==> config.mk <==
export PLATFORM = sky130hd
export DESIGN_NAME = hazard_ctrl
export DESIGN_NICKNAME = d
export VERILOG_FILES = /design/src/rtl/hazard_ctrl.sv
export SDC_FILE = /design/constraint.sdc
export NUM_CORES = 1
export LEC_CHECK = 0
export CORE_ASPECT_RATIO = 1.1
export CORE_MARGIN = 2
export CORE_UTILIZATION = 57
export CTS_CLUSTER_SIZE = 14
export DETAILED_ROUTE_END_ITERATION = 8
export DONT_BUFFER_PORTS = 1
export PLACE_DENSITY = 0.72
export SLEW_MARGIN = 20
export SYNTH_ARGS = -nofsm -noshare
export SYNTH_HDL_FRONTEND = slang
export SYNTH_SLANG_ARGS = --single-unit
==> constraint.sdc <==
create_clock -name clk -period 3.2 [get_ports clk]
set_input_delay 0.16 -clock clk [delete_from_list [all_inputs] [get_ports clk]]
set_output_delay 0.16 -clock clk [all_outputs]
set_load 0.02 [all_outputs]
==> src/rtl/hazard_ctrl.sv <==
// hazard_ctrl -- pipeline hazard detection for a 5-stage MIPS-style core.
//
// Decides each cycle whether the instruction in ID must be held. Two causes:
//   - data hazard: an ID source register is written by the EX or MEM
//     instruction, and that result is not ready in time (Tuse < Tnew);
//   - mult/div hazard: the ID instruction touches HI/LO while the
//     multiply/divide unit is busy or is being started from EX.
// On a stall the PC and IF/ID register hold and ID/EX is flushed to a bubble.
//
// Parameters:
//   MULT_CYC  busy duration of mult/multu in cycles (default 5, max 15)
//   DIV_CYC   busy duration of div/divu in cycles   (default 10, max 15)
//
// Ports:
//   clk                    clock, all state updates on posedge
//   reset                  synchronous active-low reset
//   D_rs, D_rt             ID source register numbers
//   D_Tuse_rs, D_Tuse_rt   cycles until ID needs rs/rt (3 = never used)
//   D_md_use               ID instruction uses the mult/div unit or HI/LO
//   E_wa, M_wa             EX/MEM destination register (0 = none)
//   E_Tnew, M_Tnew         cycles until EX/MEM result is forwardable
//   E_md_start             EX holds mult/multu/div/divu
//   E_md_is_div            qualifies E_md_start: 1 = div/divu
//   PC_EN, ID_EN           PC / IF-ID write enables (low on stall)
//   EX_FLUSH               bubble into ID/EX (high on stall)
//   md_busy                mult/div unit busy (from the countdown register)
//   stall_cnt              stalled-cycle count
//
// Build option: define HAZARD_STALL_CNT_EN to instantiate the saturating
// stall counter; otherwise stall_cnt is tied to zero.

module hazard_ctrl #(
  parameter int MULT_CYC = 5,
  parameter int DIV_CYC  = 10
) (
  input  logic        clk,
  input  logic        reset,
  input  logic [4:0]  D_rs,
  input  logic [4:0]  D_rt,
  input  logic [1:0]  D_Tuse_rs,
  input  logic [1:0]  D_Tuse_rt,
  input  logic        D_md_use,
  input  logic [4:0]  E_wa,
  input  logic [4:0]  M_wa,
  input  logic [1:0]  E_Tnew,
  input  logic [1:0]  M_Tnew,
  input  logic        E_md_start,
  input  logic        E_md_is_div,
  output logic        PC_EN,
  output logic        ID_EN,
  output logic        EX_FLUSH,
  output logic        md_busy,
  output logic [31:0] stall_cnt
);

  localparam logic [3:0] MULT_LOAD = 4'(MULT_CYC);
  localparam logic [3:0] DIV_LOAD  = 4'(DIV_CYC);

  logic       stall_rs;
  logic       stall_rt;
  logic       md_stall;
  logic       stall;
  logic [3:0] md_cnt_q;
  logic [3:0] md_cnt_d;

  assign md_busy = (md_cnt_q != 4'd0);

  // Register $0 is hard-wired zero, so it never creates a dependency.
  // Tuse=3 can never be below a Tnew of at most 2, so it needs no special case.
  always_comb begin
    stall_rs = (D_rs != 5'd0) &&
               (((D_rs == E_wa) && (D_Tuse_rs < E_Tnew)) ||
                ((D_rs == M_wa) && (D_Tuse_rs < M_Tnew)));
    stall_rt = (D_rt != 5'd0) &&
               (((D_rt == E_wa) && (D_Tuse_rt < E_Tnew)) ||
                ((D_rt == M_wa) && (D_Tuse_rt < M_Tnew)));
    md_stall = D_md_use && (md_busy || E_md_start);
    stall    = stall_rs || stall_rt || md_stall;
    PC_EN    = !stall;
    ID_EN    = !stall;
    EX_FLUSH = stall;
  end

  // A start while the unit is already counting is ignored; the running
  // operation keeps its original completion time.
  always_comb begin
    md_cnt_d = md_cnt_q;
    if (E_md_start && (md_cnt_q == 4'd0)) begin
      md_cnt_d = E_md_is_div ? DIV_LOAD : MULT_LOAD;
    end else if (md_cnt_q != 4'd0) begin
      md_cnt_d = md_cnt_q - 4'd1;
    end
  end

  always_ff @(posedge clk) begin
    if (!reset) begin
      md_cnt_q <= 4'd0;
    end else begin
      md_cnt_q <= md_cnt_d;
    end
  end

`ifdef HAZARD_STALL_CNT_EN
  logic [31:0] stall_cnt_q;
  logic [31:0] stall_cnt_d;

  always_comb begin
    stall_cnt_d = stall_cnt_q;
    if (stall && (stall_cnt_q != 32'hFFFF_FFFF)) begin
      stall_cnt_d = stall_cnt_q + 32'd1;
    end
  end

  always_ff @(posedge clk) begin
    if (!reset) begin
      stall_cnt_q <= 32'd0;
    end else begin
      stall_cnt_q <= stall_cnt_d;
    end
  end

  assign stall_cnt = stall_cnt_q;
`else
  assign stall_cnt = 32'd0;
`endif

endmodule

==> impl_results.md, run 1 <==
- Most frequent cells in the layout: 32 x sky130_fd_sc_hd__conb_1, 13 x sky130_fd_sc_hd__xnor2_1, 9 x sky130_fd_sc_hd__xor2_1, 6 x sky130_fd_sc_hd__nand2_1, 6 x sky130_fd_sc_hd__ha_1
- Number of antenna cells inserted: 0
- Number of standard cells after synthesis: 106
- DR pass1 iterations: 4
- Capturing element type of the critical path: output pin
- Reg-to-reg startpoint: md_cnt_q[0]
- Largest clock skew in the final design: 0.002644 ns
- Total number of yosys warnings: 0
- Final setup margin: 1.186 ns
- Area enclosed by the die boundary: 1821 um2
- Number of top-level pins: 69
- Actual slew at the worst max-slew pin: 0.4677 ns
- Worst setup slack after placement: 1.440 ns
- Largest registers: md_cnt_q: 4 flops
- Number of endpoints with negative hold slack in the final report: 0
- Worst hold path type: in2reg
- Clock insertion delay at the later pin of the skew report: 0.23 ns
- Net count of the finished layout: 148
- Die width: 40.87 um
- Critical Path Sink: PC_EN
- CP Data Required Time: 3.04 ns
- Unrepaired setup endpoints after global routing: no
- CTS Buf Count: 3
- Distinct cell type count after synthesis: 21
- Post-synthesis sequential area ratio: 9.398%
- Core Region: 1384 um2
- Total Negative Setup Slacks: 0 ns
- Min Tclk post-route: 2.014 ns
- Startpoint type of the worst setup path: flop
- Share of post-route cells with drive strength above 1: 3.738%
- Quantity of gates resized following cts: 0
- Port Buf Inserts: 0
- Chip height: 44.55 um
- Max VDD drop: 0.1851 mV
- Destination of the worst register-to-register timing path: md_cnt_q[2]
- Number of global-route vias before repair: 536
- Worst Path Arrival: 1.85 ns
- CTS Sinks: 4
- Run status: finished clean
- Maximum number of pins on one net before global-route repair: 7
- Path type of the worst setup path: reg2out
- Worst-case clock buffer depth: 2
- Worst slew margin relative to its limit: 68.01%
- Post-route antenna net violation count: 0
- CTS tree: yes
- Largest reg by FF count: md_cnt_q
- Max Slew Vio Count: 0
- Final routed wirelength across all metal layers: 1469 um
- Max reg flops: 4
- HPWL after detailed placement: 1335 um
- Floorplan row count: 14
- Leakage power summed over all cells: 0.0003673 uW
- Share of the clock period used by the worst path after layout: 62.93%
- Drt initial violations: 7
- Worst Path Max Fanout: 6
- Maximum clock frequency: 496.6 MHz
- Flop2flop setup slack: 1.86 ns
- Area growth syn-to-layout: -10.43%
- Area of the mapped netlist: 852.1 um2
- Number of register bits inferred by synthesis: 4
- Power per cell area: 483.7 nW/um2
- Placer Congestion: 0.8122
- Global router's overall resource usage: 17.04%
- Remaining global-route overflow: 0
- Number of vias per cell after detailed routing: 4.780
- Average wire per cell in the routed design: 11.94 um
- Post-synthesis average cell area: 8.038 um2
- Cts-stage hold buffer count: 0
- Number of maximum-capacitance violations: 0
- Vias: 588
- Postcts setup bufs: 0
- Clock transition at the registers of the reported paths: 0.04 ns
- Final Setup Violations: 0
- Start point of the critical path: md_cnt_q[0]
- Initial standard-cell utilization of the core: 61.57%
- H-tree depth: 1
- Initial antenna violation count: 0
- Clock Root Buffer: sky130_fd_sc_hd__clkbuf_4
- Post-route DRC: 0
- Global-route wire length before repair: 2111 um
- Most frequent standard cell in the layout excluding fill and tap cells: sky130_fd_sc_hd__conb_1
- Worst-case reg-to-reg path depth: 5
stage by stage:
| step | utilization (%) | hold slack (ns) | cell area (um2) | total power (uW) | cells |
|---|---|---|---|---|---|
| after detailed placement | 53.53 | 0.2980 | 740.7 | 307.6 | 120 |
| after global routing | 55.15 | 0.04437 | 763.2 | 404.3 | 123 |
| final | 55.15 | 0.06150 | 763.2 | 369.2 | 123 |
| after global placement | 53.53 | 0.2957 | 740.7 | 301.7 | 120 |
| after floorplan | - | 0.2934 | 968.4 | 314.3 | 137 |
| after CTS | 55.15 | 0.05539 | 763.2 | 370.7 | 123 |
critical path, stage by stage (launching register included):
cell,delay [ns]
sky130_fd_sc_hd__dfxtp_1,0.33
sky130_fd_sc_hd__inv_1,0.09
sky130_fd_sc_hd__ha_1,0.20
sky130_fd_sc_hd__nand2_1,0.24
sky130_fd_sc_hd__o21ai_0,0.30
sky130_fd_sc_hd__and3_1,0.46
worst min-delay path by stage:
stage | start | endpoint | slack, ns | cells after the start
floorplan | reset | md_cnt_q[0] | 0.29 | 1
global placement | reset | md_cnt_q[0] | 0.30 | 1
detailed placement | reset | md_cnt_q[1] | 0.30 | 1
CTS | reset | md_cnt_q[1] | 0.06 | 1
global route | reset | md_cnt_q[1] | 0.04 | 1
finish | reset | md_cnt_q[1] | 0.06 | 1
power breakdown:
part,internal (uW),switching (uW),total [uW]
Sequential,71.5,15.8,87.2
Combinational,82.6,138,221
Clock,41.9,19.2,61.1
metal layers:
metal  vias to the layer above  part of all wire [%]  global-route usage (%)
li1                        295                     -                       -
met1                       257                    39                   19.70
met2                        36                    51                   26.88
met3                         0                   9.9                   6.030
met4                         0                     0                   8.000
met5                         -                     0                       0
Yosys cell counts:
cell	number	area [um2]
sky130_fd_sc_hd__nor4_1	1	6.260
sky130_fd_sc_hd__conb_1	1	3.750
sky130_fd_sc_hd__nor3_1	1	5.000
sky130_fd_sc_hd__nand2_1	6	22.52
sky130_fd_sc_hd__nand4_1	4	25.02
sky130_fd_sc_hd__o211a_1	2	20.02
sky130_fd_sc_hd__buf_4	33	247.7
sky130_fd_sc_hd__a2111oi_4	1	27.53
sky130_fd_sc_hd__or4_1	2	15.01
sky130_fd_sc_hd__o2bb2ai_1	2	17.52
sky130_fd_sc_hd__and3_1	3	18.77
sky130_fd_sc_hd__nor2_1	1	3.750
sky130_fd_sc_hd__a2111oi_0	2	17.52
sky130_fd_sc_hd__ha_1	6	75.07
sky130_fd_sc_hd__nand2b_1	4	25.02
sky130_fd_sc_hd__nand3_1	3	15.01
sky130_fd_sc_hd__inv_1	5	18.77
sky130_fd_sc_hd__xnor2_1	13	113.9
sky130_fd_sc_hd__o21ai_0	3	15.01
sky130_fd_sc_hd__dfxtp_1	4	80.08
sky130_fd_sc_hd__xor2_1	9	78.83
final cells by class:
type | count | area [um2]
multi-input cells | 95 | 621.8
fillers | 141 | 620.6
flip-flops and latches | 4 | 80.08
clock buffers | 3 | 22.52
well taps | 16 | 20.02
inverters | 5 | 18.77
logic make-up (layout without fill, tap and decap cells):
group	count (synthesis)	count (layout)	share of synthesized area [%]
AND/OR/NAND/NOR	25	25	16.00
buffers and inverters	38	8	31.28
other	1	32	0.4401
AO/OA/AOI/OAI	10	10	11.45
adder cells (fa/ha/maj)	6	6	8.810
XOR/XNOR	22	22	22.61
flip-flops	4	4	9.398
No activity file was read; power rests on OpenSTA's default activity.
==> inputs of run 2 (changes only) <==
Settings changed: CORE_UTILIZATION 57 to 56, PLACE_DENSITY 0.72 to 0.74.
Clock period 3.2 ns to 1.7 ns, I/O delays scaled along.
==> run 2 against run 1 <==
Against the previous run: flip-flop and latch count stayed put; clock-buffer cell count stayed put; design area is 5.1% higher; clock skew is 0.0015 ns lower; global-route usage is 0.91 points higher; combinational power is 110% higher; register-to-register slack worse by 1.4 ns; first-iteration DRC count is 29% higher; final cell count is 2.4% higher; total power is 100% higher; core utilization is 2.1 points higher; routed wire length is 2.9% higher; largest power group unchanged.
==> impl_results.md, run 2 (synthesis gave the netlist of run 1 again) <==
- Family of cells with the greatest summed delay on the critical path: flip-flops (was simple AND/OR/NAND/NOR gates)
- CP Data Required Time: 1.62 ns (was 3.04 ns)
- Net count of the finished layout: 151 (was 148)
- Maximum number of pins on one net before global-route repair: 6 (was 7)
- Worst Path Max Fanout: 4 (was 6)
- Share of post-route cells with drive strength above 1: 5.455% (was 3.738%)
- Placer Congestion: 0.7939 (was 0.8122)
- Total Negative Setup Slacks: 0 ns (unchanged)
- Path type of the worst setup path: reg2out (unchanged)
- Clock Root Buffer: sky130_fd_sc_hd__clkbuf_4 (unchanged)
- Detail Route met2 WL: 748 um (was 751 um)
- Worst-case reg-to-reg path depth: 6 (was 5)
- Number of maximum-capacitance violations: 0 (unchanged)
- Leakage power summed over all cells: 0.0003855 uW (was 0.0003673 uW)
- List of cells traversed by the critical path: inv_1, ha_1, nand2_1, o21ai_1, and3_1, buf_12 (was inv_1, ha_1, nand2_1, o21ai_0, and3_1)
- Post-route antenna net violation count: 0 (unchanged)
- Crit path buf inv count: 2 (was 1)
- Core Region: 1401 um2 (was 1384 um2)
- Max VDD drop: 0.6345 mV (was 0.1851 mV)
- Register Area: 80.08 um2 (unchanged)
- Fill count: 148 (was 141)
- DR pass1 iterations: 5 (was 4)
- Port Buf Inserts: 0 (unchanged)
- Worst-case clock buffer depth: 2 (unchanged)
- Clock transition at the registers of the reported paths: 0.04 ns (about the same)
- Most frequent cells in the layout: 32 x sky130_fd_sc_hd__conb_1, 13 x sky130_fd_sc_hd__xnor2_1, 9 x sky130_fd_sc_hd__xor2_1, 6 x sky130_fd_sc_hd__nand2_1, 6 x sky130_fd_sc_hd__ha_1 (unchanged)
- Power per cell area: 940.0 nW/um2 (was 483.7 nW/um2)
- Number of global-route vias before repair: 570 (was 536)
- Chip height: 44.91 um (was 44.55 um)
- Total area of multi-input combinational cells: 623.1 um2 (was 621.8 um2)
- Vias: 622 (was 588)
- Crit-path slowest cell: sky130_fd_sc_hd__dfxtp_1 (was sky130_fd_sc_hd__and3_1)
- Total power of the final layout: 753.9 uW (was 369.2 uW)
- Die width: 41.19 um (was 40.87 um)
- H-tree depth: 1 (unchanged)
- Number of endpoints with negative hold slack in the final report: 0 (unchanged)
- Worst Path Arrival: 1.45 ns (was 1.85 ns)
- Most frequent standard cell in the layout excluding fill and tap cells: sky130_fd_sc_hd__conb_1 (unchanged)
- Final routed wirelength across all metal layers: 1512 um (was 1469 um)
- Final Setup Violations: 0 (unchanged)
- Number of vias per cell after detailed routing: 4.937 (was 4.780)
- DR top layer: met3 (unchanged)
- Largest registers: md_cnt_q: 4 flops (unchanged)
- CTS tree: yes (unchanged)
- Count of cell instances traversed by the critical path: 6 (was 5)
- Remaining global-route overflow: 0 (unchanged)
- Area growth syn-to-layout: -5.874% (was -10.43%)
- Drt initial violations: 9 (was 7)
- Met3 wirelength from detailed routing: 213 um (was 146 um)
- Worst hold path type: in2reg (unchanged)
- Startpoint type of the worst setup path: flop (unchanged)
- Min Tclk post-route: 1.537 ns
- Number of antenna cells inserted: 0 (unchanged)
- Floorplan row count: 14 (unchanged)
- Maximum clock frequency: 650.5 MHz
- CTS Buf Count: 3 (unchanged)
- Post-route DRC: 0 (unchanged)
- Sum of routed wire segments on met1: 551 um (was 572 um)
- Postcts setup bufs: 0 (unchanged)
- Initial standard-cell utilization of the core: 60.80% (was 61.57%)
- Initial antenna violation count: 0 (unchanged)
- Unrepaired setup endpoints after global routing: no (unchanged)
- CTS Sinks: 4 (unchanged)
- Average wire per cell in the routed design: 12.00 um (was 11.94 um)
- Largest clock skew in the final design: 0.001139 ns (was 0.002644 ns)
- Global-route wire length before repair: 2208 um (was 2111 um)
- Number of top-level pins: 69 (unchanged)
- Share of the clock period used by the worst path after layout: 90.43%
- Delay of the slowest cell on the worst path: 0.33 ns (was 0.46 ns)
- Run status: finished clean (unchanged)
- Largest reg by FF count: md_cnt_q (unchanged)
- Worst hold stages: 3 (was 1)
- Capturing element type of the critical path: output pin (unchanged)
- HPWL after detailed placement: 1376 um (was 1335 um)
- Clock insertion delay at the later pin of the skew report: 0.24 ns (was 0.23 ns)
- Area enclosed by the die boundary: 1850 um2 (was 1821 um2)
- Max Slew Vio Count: 0 (unchanged)
- Max reg flops: 4 (unchanged)
- Global router's overall resource usage: 17.95% (was 17.04%)
==> run 2: layout make-up <==
type                            count  area share, %
Clock buffer                        3          2.808
Inverter                            5          2.340
Multi-Input combinational cell     95          77.69
Sequential cell                     4          9.984
Tap cell                           16          2.496
Timing Repair Buffer                3          4.680
==> run 2: final timing paths <==
kind                     from     endpoint  slack, ns
setup / recovery  md_cnt_q[0]        PC_EN       0.16
hold / removal    E_md_is_div  md_cnt_q[1]       0.12
setup reg to reg  md_cnt_q[0]  md_cnt_q[2]       0.44
hold reg to reg   md_cnt_q[0]  md_cnt_q[0]       0.57
==> run 2: power breakdown <==
group          switching (uW)  internal, uW
combinational             272           196
clock                    42.7          79.2
sequential               30.4           134
total                     345           409
==> run 2: worst min-delay path: stages <==
cell and delay, ns:
sky130_fd_sc_hd__nand2_1 0.04, sky130_fd_sc_hd__o21ai_0 0.07, sky130_fd_sc_hd__o211a_1 0.13
==> run 2: metal layers <==
metal / vias up / GRT usage [%]
met2: 50 / 30.63
met3: 0 / 8.374
li1: 303 / -
met5: - / 0
met1: 269 / 17.88
met4: 0 / 7.742
==> run 2: what timing repair did <==
item | in CTS | in global routing
resized for setup | 0 | 2
endpoints found under the setup margin | 0 | 2
hold endpoints to repair | 4 | 0
hold buffers | 1 | 0
==> run 2: metrics by stage <==
stage | util, % | hold slack (ns) | instances | instance area [um2] | worst slack, ns
5_1_grt | 57.23 | 0.1505 | 126 | 802.0 | 0.02406
4_1_cts | 57.14 | 0.1138 | 126 | 800.8 | 0.06614
3_3_place_gp | 54.82 | 0.2215 | 122 | 768.2 | 0.1172
6_report | 57.23 | 0.1199 | 126 | 802.0 | 0.1627
2_1_floorplan | - | 0.2184 | 137 | 968.4 | 0.1372
3_5_place_dp | 54.82 | 0.2249 | 122 | 768.2 | 0.1191
